$ cat src/rtl/imn_stream_fetch_pkg.sv
// Shared types for the IMN stream fetch engine: FSM states and the OBI request/response bundles.
package imn_stream_fetch_pkg;

    localparam int unsigned IMN_FIFO_DEPTH = 4;

    typedef enum logic [1:0] {
        S_IDLE,
        S_FETCH,
        S_DRAIN,
        S_FLUSH
    } imn_state_t;

    typedef struct packed {
        logic        req;
        logic [31:0] addr;
        logic        we;
        logic [3:0]  be;
        logic [31:0] wdata;
    } obi_req_t;

    typedef struct packed {
        logic        gnt;
        logic        rvalid;
        logic [31:0] rdata;
    } obi_resp_t;

endpackage

$ cat src/rtl/imn_stream_fetch_if.sv
// OBI read port plus the valid/ready word stream toward the CGRA array input.
interface imn_stream_fetch_if;
    import imn_stream_fetch_pkg::*;

    obi_req_t    obi_req;
    obi_resp_t   obi_resp;
    logic [31:0] data;
    logic        valid;
    logic        ready;

    modport master (
        output obi_req,
        input  obi_resp,
        output data,
        output valid,
        input  ready
    );

    modport slave (
        input  obi_req,
        output obi_resp,
        input  data,
        input  valid,
        output ready
    );

endinterface

$ cat src/rtl/imn_stream_fetch_resp_fifo.sv
// Response buffer: synchronous FIFO with flush; the head word is read straight out of flop storage.
module imn_resp_fifo #(
    parameter int unsigned Depth = 4
) (
    input  logic                   clk_i,
    input  logic                   rst_i,
    input  logic                   push_i,
    input  logic [31:0]            push_data_i,
    input  logic                   pop_i,
    input  logic                   flush_i,
    output logic [31:0]            head_o,
    output logic                   head_valid_o,
    output logic [$clog2(Depth):0] count_o
);
    localparam int unsigned PtrW = $clog2(Depth);
    localparam logic [PtrW:0] Full = (PtrW + 1)'(Depth);

    logic [31:0]     mem_q [Depth];
    logic [PtrW-1:0] wr_ptr_q, rd_ptr_q;
    logic [PtrW:0]   count_q, count_d;
    logic            push_ok, pop_ok;

    assign pop_ok  = pop_i && (count_q != '0);
    assign push_ok = push_i && ((count_q != Full) || pop_ok);

    always_comb begin
        count_d = count_q;
        unique case ({push_ok, pop_ok})
            2'b10:   count_d = count_q + 1'b1;
            2'b01:   count_d = count_q - 1'b1;
            default: count_d = count_q;
        endcase
    end

    always_ff @(posedge clk_i) begin
        if (rst_i || flush_i) begin
            wr_ptr_q <= '0;
            rd_ptr_q <= '0;
            count_q  <= '0;
        end else begin
            count_q <= count_d;
            if (push_ok) wr_ptr_q <= wr_ptr_q + 1'b1;
            if (pop_ok)  rd_ptr_q <= rd_ptr_q + 1'b1;
        end
    end

    // Storage carries no reset; the head is masked to zero whenever the FIFO is empty.
    always_ff @(posedge clk_i) begin
        if (push_ok && !flush_i) mem_q[wr_ptr_q] <= push_data_i;
    end

    assign head_valid_o = (count_q != '0);
    assign head_o       = head_valid_o ? mem_q[rd_ptr_q] : '0;
    assign count_o      = count_q;

endmodule

$ cat src/rtl/imn_stream_fetch.sv
// IMN fetch engine: issues strided 32-bit OBI reads, buffers responses and streams them out
// in request order.
module imn_stream_fetch
    import imn_stream_fetch_pkg::*;
#(
    parameter int unsigned FIFO_DEPTH = IMN_FIFO_DEPTH
) (
    input  logic               clk_i,
    input  logic               rst_i,
    input  logic               start_i,
    input  logic               clr_i,
    input  logic [31:0]        base_addr_i,
    input  logic [15:0]        size_i,
    input  logic [15:0]        stride_i,
    imn_stream_fetch_if.master bus,
    output logic               busy_o,
    output logic               done_o
);
    localparam int unsigned CntW = $clog2(FIFO_DEPTH) + 1;
    localparam logic [CntW:0] DepthLim = (CntW + 1)'(FIFO_DEPTH);

    imn_state_t      state_q, state_d;
    logic [31:0]     addr_q, addr_d;
    logic [15:0]     size_q, stride_q;
    logic [15:0]     issued_cnt_q, issued_cnt_d;
    logic [15:0]     accepted_cnt_q, accepted_cnt_d;
    logic [CntW-1:0] outstanding_q, outstanding_d;
    logic            req_hold_q;
    logic            zero_done_q;

    logic [CntW-1:0] fifo_count;
    logic [31:0]     fifo_head;
    logic            fifo_valid, fifo_push, fifo_pop, fifo_flush;
    logic [CntW:0]   in_use;
    logic            has_room, req, gnt_fire, rvalid, last_pop, idle_start;

    assign rvalid     = bus.obi_resp.rvalid;
    assign idle_start = (state_q == S_IDLE) && start_i;

    // Outstanding reads plus buffered words bound the FIFO fill, so a push can never overflow.
    assign in_use   = {1'b0, outstanding_q} + {1'b0, fifo_count};
    assign has_room = (in_use < DepthLim);

    // A request that was not granted is held, even across a clear, since OBI forbids retraction.
    assign req = req_hold_q
               | ((state_q == S_FETCH) && (issued_cnt_q < size_q) && has_room);
    assign gnt_fire = req && bus.obi_resp.gnt;

    assign fifo_pop   = fifo_valid && bus.ready;
    assign fifo_push  = rvalid && (state_q != S_FLUSH);
    assign fifo_flush = clr_i && (state_q != S_IDLE);
    assign last_pop   = (state_q == S_DRAIN) && fifo_pop
                      && (accepted_cnt_q == size_q - 16'd1);

    always_comb begin
        state_d = state_q;
        unique case (state_q)
            S_IDLE: begin
                if (start_i && (size_i != 16'd0)) state_d = S_FETCH;
            end
            S_FETCH: begin
                if (clr_i) begin
                    state_d = S_FLUSH;
                end else if (gnt_fire && (issued_cnt_q == size_q - 16'd1)) begin
                    state_d = S_DRAIN;
                end
            end
            S_DRAIN: begin
                if (clr_i) begin
                    state_d = S_FLUSH;
                end else if (last_pop) begin
                    state_d = S_IDLE;
                end
            end
            S_FLUSH: begin
                if (!req && (outstanding_q == '0)) state_d = S_IDLE;
            end
            default: state_d = S_IDLE;
        endcase
    end

    always_comb begin
        addr_d         = addr_q;
        issued_cnt_d   = issued_cnt_q;
        accepted_cnt_d = accepted_cnt_q;
        outstanding_d  = outstanding_q;
        if (idle_start) begin
            addr_d         = base_addr_i;
            issued_cnt_d   = 16'd0;
            accepted_cnt_d = 16'd0;
        end else begin
            if (gnt_fire) begin
                addr_d       = addr_q + {16'd0, stride_q};
                issued_cnt_d = issued_cnt_q + 16'd1;
            end
            if (fifo_pop) accepted_cnt_d = accepted_cnt_q + 16'd1;
        end
        unique case ({gnt_fire, rvalid})
            2'b10:   outstanding_d = outstanding_q + 1'b1;
            2'b01:   outstanding_d = outstanding_q - 1'b1;
            default: outstanding_d = outstanding_q;
        endcase
    end

    always_ff @(posedge clk_i) begin
        if (rst_i) begin
            state_q        <= S_IDLE;
            addr_q         <= '0;
            size_q         <= '0;
            stride_q       <= '0;
            issued_cnt_q   <= '0;
            accepted_cnt_q <= '0;
            outstanding_q  <= '0;
            req_hold_q     <= 1'b0;
            zero_done_q    <= 1'b0;
        end else begin
            state_q        <= state_d;
            addr_q         <= addr_d;
            issued_cnt_q   <= issued_cnt_d;
            accepted_cnt_q <= accepted_cnt_d;
            outstanding_q  <= outstanding_d;
            req_hold_q     <= req && !bus.obi_resp.gnt;
            zero_done_q    <= idle_start && (size_i == 16'd0);
            if (idle_start) begin
                size_q   <= size_i;
                stride_q <= stride_i;
            end
        end
    end

    imn_resp_fifo #(
        .Depth (FIFO_DEPTH)
    ) u_resp_fifo (
        .clk_i        (clk_i),
        .rst_i        (rst_i),
        .push_i       (fifo_push),
        .push_data_i  (bus.obi_resp.rdata),
        .pop_i        (fifo_pop),
        .flush_i      (fifo_flush),
        .head_o       (fifo_head),
        .head_valid_o (fifo_valid),
        .count_o      (fifo_count)
    );

    always_comb begin
        bus.obi_req       = '0;
        bus.obi_req.req   = req;
        bus.obi_req.addr  = addr_q;
        bus.obi_req.we    = 1'b0;
        bus.obi_req.be    = req ? 4'hF : 4'h0;
        bus.obi_req.wdata = '0;
    end

    assign bus.data  = fifo_head;
    assign bus.valid = fifo_valid;
    assign busy_o    = (state_q != S_IDLE);
    // A clear in the same cycle as the final hand-off takes the flush path, so no done.
    assign done_o    = zero_done_q || (last_pop && !clr_i);

endmodule

$ cat src/flat_wrapper.sv
// flat-port wrapper written by rule: the top's interface ports become plain ports
module imn_stream_fetch_flat import imn_stream_fetch_pkg::*;
#(
    parameter int unsigned FIFO_DEPTH = IMN_FIFO_DEPTH
)
  (clk_i, rst_i, start_i, clr_i, base_addr_i, size_i, stride_i, busy_o, done_o, bus_obi_req, bus_obi_resp, bus_data, bus_valid, bus_ready);
  imn_stream_fetch_if bus_i ();
  input  logic clk_i;
  input  logic rst_i;
  input  logic start_i;
  input  logic clr_i;
  input  logic [31:0] base_addr_i;
  input  logic [15:0] size_i;
  input  logic [15:0] stride_i;
  output logic busy_o;
  output logic done_o;
  output wire logic [$bits(bus_i.obi_req)-1:0] bus_obi_req;
  input wire logic [$bits(bus_i.obi_resp)-1:0] bus_obi_resp;
  output wire logic [$bits(bus_i.data)-1:0] bus_data;
  output wire logic [$bits(bus_i.valid)-1:0] bus_valid;
  input wire logic [$bits(bus_i.ready)-1:0] bus_ready;
  assign bus_obi_req = bus_i.obi_req;
  assign bus_i.obi_resp = bus_obi_resp;
  assign bus_data = bus_i.data;
  assign bus_valid = bus_i.valid;
  assign bus_i.ready = bus_ready;
  imn_stream_fetch #(.FIFO_DEPTH(FIFO_DEPTH)) u_core (.clk_i(clk_i), .rst_i(rst_i), .start_i(start_i), .clr_i(clr_i), .base_addr_i(base_addr_i), .size_i(size_i), .stride_i(stride_i), .bus(bus_i), .busy_o(busy_o), .done_o(done_o));
endmodule
$ cat config.mk
export PLATFORM = sky130hd
export DESIGN_NAME = imn_stream_fetch_flat
export DESIGN_NICKNAME = d
export VERILOG_FILES = /design/src/rtl/imn_stream_fetch_pkg.sv /design/src/rtl/imn_stream_fetch_if.sv /design/src/rtl/imn_stream_fetch_resp_fifo.sv /design/src/rtl/imn_stream_fetch.sv /design/src/flat_wrapper.sv
export SDC_FILE = /design/constraint.sdc
export NUM_CORES = 1
export LEC_CHECK = 0
export CAP_MARGIN = 0
export CORE_MARGIN = 2
export CORE_UTILIZATION = 45
export DETAILED_ROUTE_END_ITERATION = 7
export GPL_ROUTABILITY_DRIVEN = 1
export PLACE_DENSITY = 0.75
export SLEW_MARGIN = 20
export SYNTH_ARGS = -nofsm -noshare
export SYNTH_HDL_FRONTEND = slang
export SYNTH_HIERARCHICAL = 1
export SYNTH_SLANG_ARGS = --single-unit
$ cat constraint.sdc
create_clock -name clk_i -period 5.6 [get_ports clk_i]
set_input_delay 1.12 -clock clk_i [delete_from_list [all_inputs] [get_ports clk_i]]
set_output_delay 1.12 -clock clk_i [all_outputs]
set_load 0.05 [all_outputs]
==> out/summary.txt, run 1 <==
Syn Inst Count -> 1105
CTS tree -> yes
Final period util -> 88.5%
Worst setup SP type -> flip-flop
Fin Setup TNS -> 0 ps
Tot Pwr -> 0.00490 W
Synth top area share -> 31.7%
Post-synth top cells -> edfxtp_1 (128), nand2_1 (128), dfxtp_1 (112), nor2_1 (100), a21oi_1 (65)
via count -> 8718
starting density of the core -> 45.4%
Die ar. -> 28300 um^2
top post-synthesis cells by area -> edfxtp_1 (32%), dfxtp_1 (18%), mux4_2 (5.9%), ha_1 (4.3%), nand2_1 (4.0%)
DR iter-0 viols -> 649
Setup crit start -> u_core/size_q[2]
Static Leakage -> 5.30 nW
Synth Register Bits -> 240
Slew Viols, Final -> 0
CTS resizes -> 0
crit-path max FO -> 13
Worst-Margin Slew -> 1090 ps
DR top layer -> met4
Congestion Overflow GR -> 0
Synth cell types -> 66
Met3 Routed Length -> 2.10 mm
layout cells sized above 1 -> 8.89%
Die H -> 168 um
die width -> 168 um
WS Path Type -> reg2out
worst clock skew -> 10.8 ps
Reg clk slew, reported paths -> 60 ps
Routed WL -> 28.3 mm
Synth Flop Type -> edfxtp_1
Slew HR -> 27.0%
DRC Markers -> 0
post-route ant nets -> 0
clk_lat worst skew -> 530 ps
final core utilization -> 55.7%
pin count of the biggest net entering global routing -> 96
total number of yosys warnings -> 6
hold crit path type -> reg2reg
Seq/Total Area, Yosys -> 50.2%
Area after DPL -> 13900 um^2
CTS buffer count -> 26
VDD IR max -> 0.224 mV
first-pass GRT wire length -> 44.9 mm
synthesized area -> 12100 um^2
dominant cell type by area after synthesis -> edfxtp_1
Finish-stage setup viols -> 0
average size of a mapped cell -> 11.0 um^2
post-cts hold buffer count -> 0
routability cong. -> 0.965
Min-Delay Startpoint -> u_core/stride_q[0]
max frequency -> 202 MHz
CP arrival -> 3840 ps
post-route cell area -> 14900 um^2
final hold vios -> 0
Async SR Flop Fraction -> 0%
MaxCap Viol Count -> 0
EDFF count, synth -> 128
Post-CTS Setup Inserts -> 0
WP data required -> 4480 ps
Final HPWL DP -> 19.5 mm
met1 wire length -> 12.4 mm
fillcell total -> 2297
pwr/cell area -> 329 nW/um^2
FP Rows -> 60
post-layout min period -> 4960 ps
number of buffers added on ports -> 174
via/cell ratio -> 5.37
DR pass1 iterations -> 5
vias in the first global route -> 8412
CTS sink cnt -> 240
clock buffer depth -> 3
Area growth, synth to finish -> 22.7%
total routing usage reported by global routing -> 19.7%
Critical Path End Type -> output pin
Routed WL per cell -> 17.4 um
Post-layout nets -> 1411
Core Box Area -> 26700 um^2
CTS root buffer -> clkbuf_16
top-level port count -> 208
status -> finished clean
met2 wire length -> 13.2 mm
H-Tree Depth -> 1
worst r2r src -> u_core/size_q[10]
initial antenna violation count -> 0
unrepaired setup endpoints after global routing -> false
[flip-flops by register name, summed over array words and instances (netlist names), named ones only]
name / flops
u_core/outstanding_q: 3
u_core/u_resp_fifo/count_o: 3
u_core/accepted_cnt_q: 16
u_core/u_resp_fifo/wr_ptr_q: 2
u_core/addr_q: 32
u_core/u_resp_fifo/rd_ptr_q: 2
u_core/size_q: 16
u_core/zero_done_q: 1
u_core/stride_q: 16
u_core/u_resp_fifo/mem_q: 128
u_core/issued_cnt_q: 16
u_core/state_q: 2
u_core/req_hold_q: 1
[placed cells by master (no fill, tap or decap), drive strengths merged, types with 3 or more instances in the layout]
cell	n
or3	12
o21bai	6
dfxtp	112
ha	42
clkdlybuf4s50	173
and4	6
xor2	42
nand2	129
xnor2	55
nor4b	3
nand2b	7
a21oi	65
nand3	28
fa	3
a311oi	17
o211ai	7
mux4	32
buf	14
nor3	16
mux2i	5
nor2	100
bufinv	6
a211oi	22
nand4	15
and2	42
conb	33
a31oi	6
and3	11
nor4	11
inv	40
edfxtp	128
clkbuf	31
a21o	4
clkinv	8
o21ai	20
[final timing paths]
check / endpoint / slack, ps / cells after the start
setup / recovery: done_o / 640 / 8
setup reg to reg: u_core/addr_q[20] / 2420 / 10
hold / removal: u_core/stride_q[0] / 470 / 2
hold reg to reg: u_core/stride_q[0] / 470 / 2
[critical path: stages (launching register included)]
cell,delay [ps]
dfxtp_1,380
nor4_4,650
nand4_1,370
xnor2_1,260
o211ai_1,110
nor4_1,290
o2111ai_1,270
nand2b_1,150
clkdlybuf4s50_1,830
[layout make-up]
type	instances	area [um^2]	area share (%)
sequential	240	6090	40.9
clock buffer	31	709	4.77
multi-input combinational	768	5430	36.5
tap	341	427	2.87
inverter	40	150	1.01
clock inverter	16	244	1.64
antenna	1	2.50	0.0168
timing repair buffer	187	1830	12.3
[stage by stage]
step                      cells  hold slack [ps]  setup WS (ps)
after floorplan            1137              440           2040
after global placement     1576              451            954
after detailed placement   1576              458            935
after CTS                  1623              465            639
after global routing       1623              485            414
final                      1624              466            642
[power breakdown]
part	total (W)	internal, W	switching (W)
combinational	0.000993	0.000373	0.000620
clock	0.00188	0.00118	0.000700
sequential	0.00203	0.00196	0.0000721
[per-layer routing]
metal  global-route usage (%)  up-vias
li1                         -     4199
met1                     26.8     4172
met2                     32.0      301
met3                     4.37       46
met4                     4.91        0
met5                        0        -
[cell families (layout without fill, tap and decap cells)]
kind of cell               Yosys count  after routing  synth area share (%)
DFF                                240            240                  50.2
muxes                               38             38                  6.45
buffers and inverters              129            274                  6.08
other                                1             34                0.0309
adders and majority gates           45             45                  4.83
and+or+nand+nor                    388            388                  16.0
xor gates and xnor gates            97             97                  7.07
AOI/OAI and AO/OA                  167            167                  9.38
No activity file was read; power rests on OpenSTA's default activity.
==> run 2: changes to the inputs <==
--- a/config.mk
+++ b/config.mk
@@ -10,7 +10,8 @@
 export CORE_UTILIZATION = 45
 export DETAILED_ROUTE_END_ITERATION = 7
 export GPL_ROUTABILITY_DRIVEN = 1
-export PLACE_DENSITY = 0.75
+export PLACE_DENSITY_LB_ADDON = 0.08
+export RECOVER_POWER = 50
 export SLEW_MARGIN = 20
 export SYNTH_ARGS = -nofsm -noshare
 export SYNTH_HDL_FRONTEND = slang
==> run 2 against run 1 <==
Effect of this change: the run now ends with max-capacitance violations, max-slew violations left; sequential share of layout area increased by 0.36 points; global-route usage decreased by 0.23 points; count of clock-buffer cells in the layout increased by 1; combinational power decreased by 2%.
==> out/summary.txt, run 2 (synthesis results as in run 1) <==
layout cells sized above 1 -> 7.94%
Die ar. -> 28300 um^2
Area growth, synth to finish -> 21.7%
die width -> 168 um
final hold vios -> 0
max FFs per register -> 128
max frequency -> 201 MHz
vias in the first global route -> 8445
Final HPWL DP -> 19.0 mm
commonest non-fill, non-tap cells in the layout -> nand2_1 (128), edfxtp_1 (128), clkdlybuf4s50_1 (118)
Slew Viols, Final -> 132
Congestion Overflow GR -> 0
met1 wire length -> 12.5 mm
Slowest cell on crit path -> clkdlybuf4s50_1
crit-path cells -> nor4_4, nand4_1, xnor2_1, o211ai_1, nor4_1, o2111ai_1, nand2b_1, clkdlybuf4s50_1
DR iter-0 viols -> 558
starting density of the core -> 45.4%
CTS resizes -> 0
Setup crit start -> u_core/size_q[2]
first-pass GRT wire length -> 44.2 mm
WP depth -> 8
Largest stage delay, worst path -> 830 ps
Post-layout nets -> 1412
CTS tree -> yes
pin count of the biggest net entering global routing -> 56
crit-path max FO -> 13
VDD IR max -> 0.181 mV
hold crit path type -> reg2reg
Met3 Routed Length -> 1.84 mm
Reg clk slew, reported paths -> 60 ps
Slew HR -> -38.4%
Routed WL -> 27.3 mm
Fin Setup TNS -> 0 ps
clk_lat worst skew -> 530 ps
Largest regs -> u_core/u_resp_fifo/mem_q (128), u_core/addr_q (32)
Place WS -> 970 ps
worst clock skew -> 12.9 ps
Critical Path End Type -> output pin
post-route ant nets -> 0
Worst Setup EP -> done_o
number of buffers added on ports -> 174
Worst-Margin Slew -> 2080 ps
H-Tree Depth -> 1
Min-Delay Startpoint -> u_core/stride_q[8]
unrepaired setup endpoints after global routing -> false
total routing usage reported by global routing -> 19.4%
WP data required -> 4480 ps
MaxCap Viol Count -> 4
fillcell total -> 2375
Worst path top cell family by delay -> simple AND/OR/NAND/NOR gates
Worst setup SP type -> flip-flop
Most flops, register -> u_core/u_resp_fifo/mem_q
r2r worst-path depth -> 7
CP arrival -> 3870 ps
Reg-to-Reg End -> u_core/u_resp_fifo/mem_q[1][10]
Worst R2R Setup Slack -> 1350 ps
Die H -> 168 um
violated checks -> max-capacitance violations, max-slew violations
worst r2r src -> u_core/u_resp_fifo/count_o[2]
DRC Markers -> 0
clock buffer depth -> 3
post-cts hold buffer count -> 0
Core Box Area -> 26700 um^2
DR pass1 iterations -> 5
CTS sink cnt -> 240
CTS root buffer -> clkbuf_16
Finish-stage setup viols -> 0
Static Leakage -> 5.28 nW
CTS buffer count -> 26
Final Hold Slack -> 463 ps
Post-CTS Setup Inserts -> 0
buffers and inverters on the worst path -> 1
routability cong. -> 0.874
initial antenna violation count -> 0
final setup margin -> 614 ps
DR top layer -> met4
met2 wire length -> 12.5 mm
Routed WL per cell -> 16.8 um
post-layout min period -> 4990 ps
via/cell ratio -> 5.23
FP Rows -> 60
Final period util -> 89.0%
pwr/cell area -> 319 nW/um^2
via count -> 8497
top-level port count -> 208
WS Path Type -> reg2out
status -> finished with violations
run 2: area by class of cell:
| cell class | count | area [um^2] | share of cell area (%) |
|---|---|---|---|
| inverter | 40 | 150 | 1.02 |
| multi-input combinational | 768 | 5400 | 36.6 |
| timing repair buffer | 188 | 1830 | 12.4 |
| tap | 341 | 427 | 2.89 |
| antenna | 1 | 2.50 | 0.0170 |
| clock inverter | 16 | 160 | 1.09 |
| clock buffer | 32 | 694 | 4.71 |
| sequential | 240 | 6090 | 41.3 |
run 2: per-stage QoR:
step	utilization [%]	instances	power (W)	area (um^2)
detailed placement	52.1	1577	0.00305	13900
global placement	52.1	1577	0.00305	13900
global route	55.2	1625	0.00491	14700
floorplan	-	1137	0.00277	12200
finish	55.2	1626	0.00470	14800
CTS	55.3	1625	0.00477	14800
run 2: power breakdown:
| part | internal [W] | switching, W | total [W] |
|---|---|---|---|
| sequential | 0.00196 | 0.0000686 | 0.00202 |
| clock | 0.00102 | 0.000685 | 0.00170 |
| combinational | 0.000360 | 0.000613 | 0.000973 |
run 2: tightest hold or removal path: stages (launching register included):
cell	delay (ps)
dfxtp_1	310
nand2_1	50
a21oi_1	50
run 2: worst min-delay path by stage:
stage	end	slack, ps	cells after the start
after floorplan	u_core/stride_q[0]	440	2
after global placement	u_core/stride_q[15]	450	2
after detailed placement	u_core/stride_q[4]	460	2
after CTS	u_core/stride_q[8]	470	2
after global routing	u_core/stride_q[11]	490	2
final	u_core/stride_q[8]	460	2
run 2: per-layer routing:
metal  global-route usage, %  vias up
li1                        -     4195
met1                    26.5     4027
met2                    32.0      238
met3                    4.16       37
met4                    4.54        0
met5                       0        -
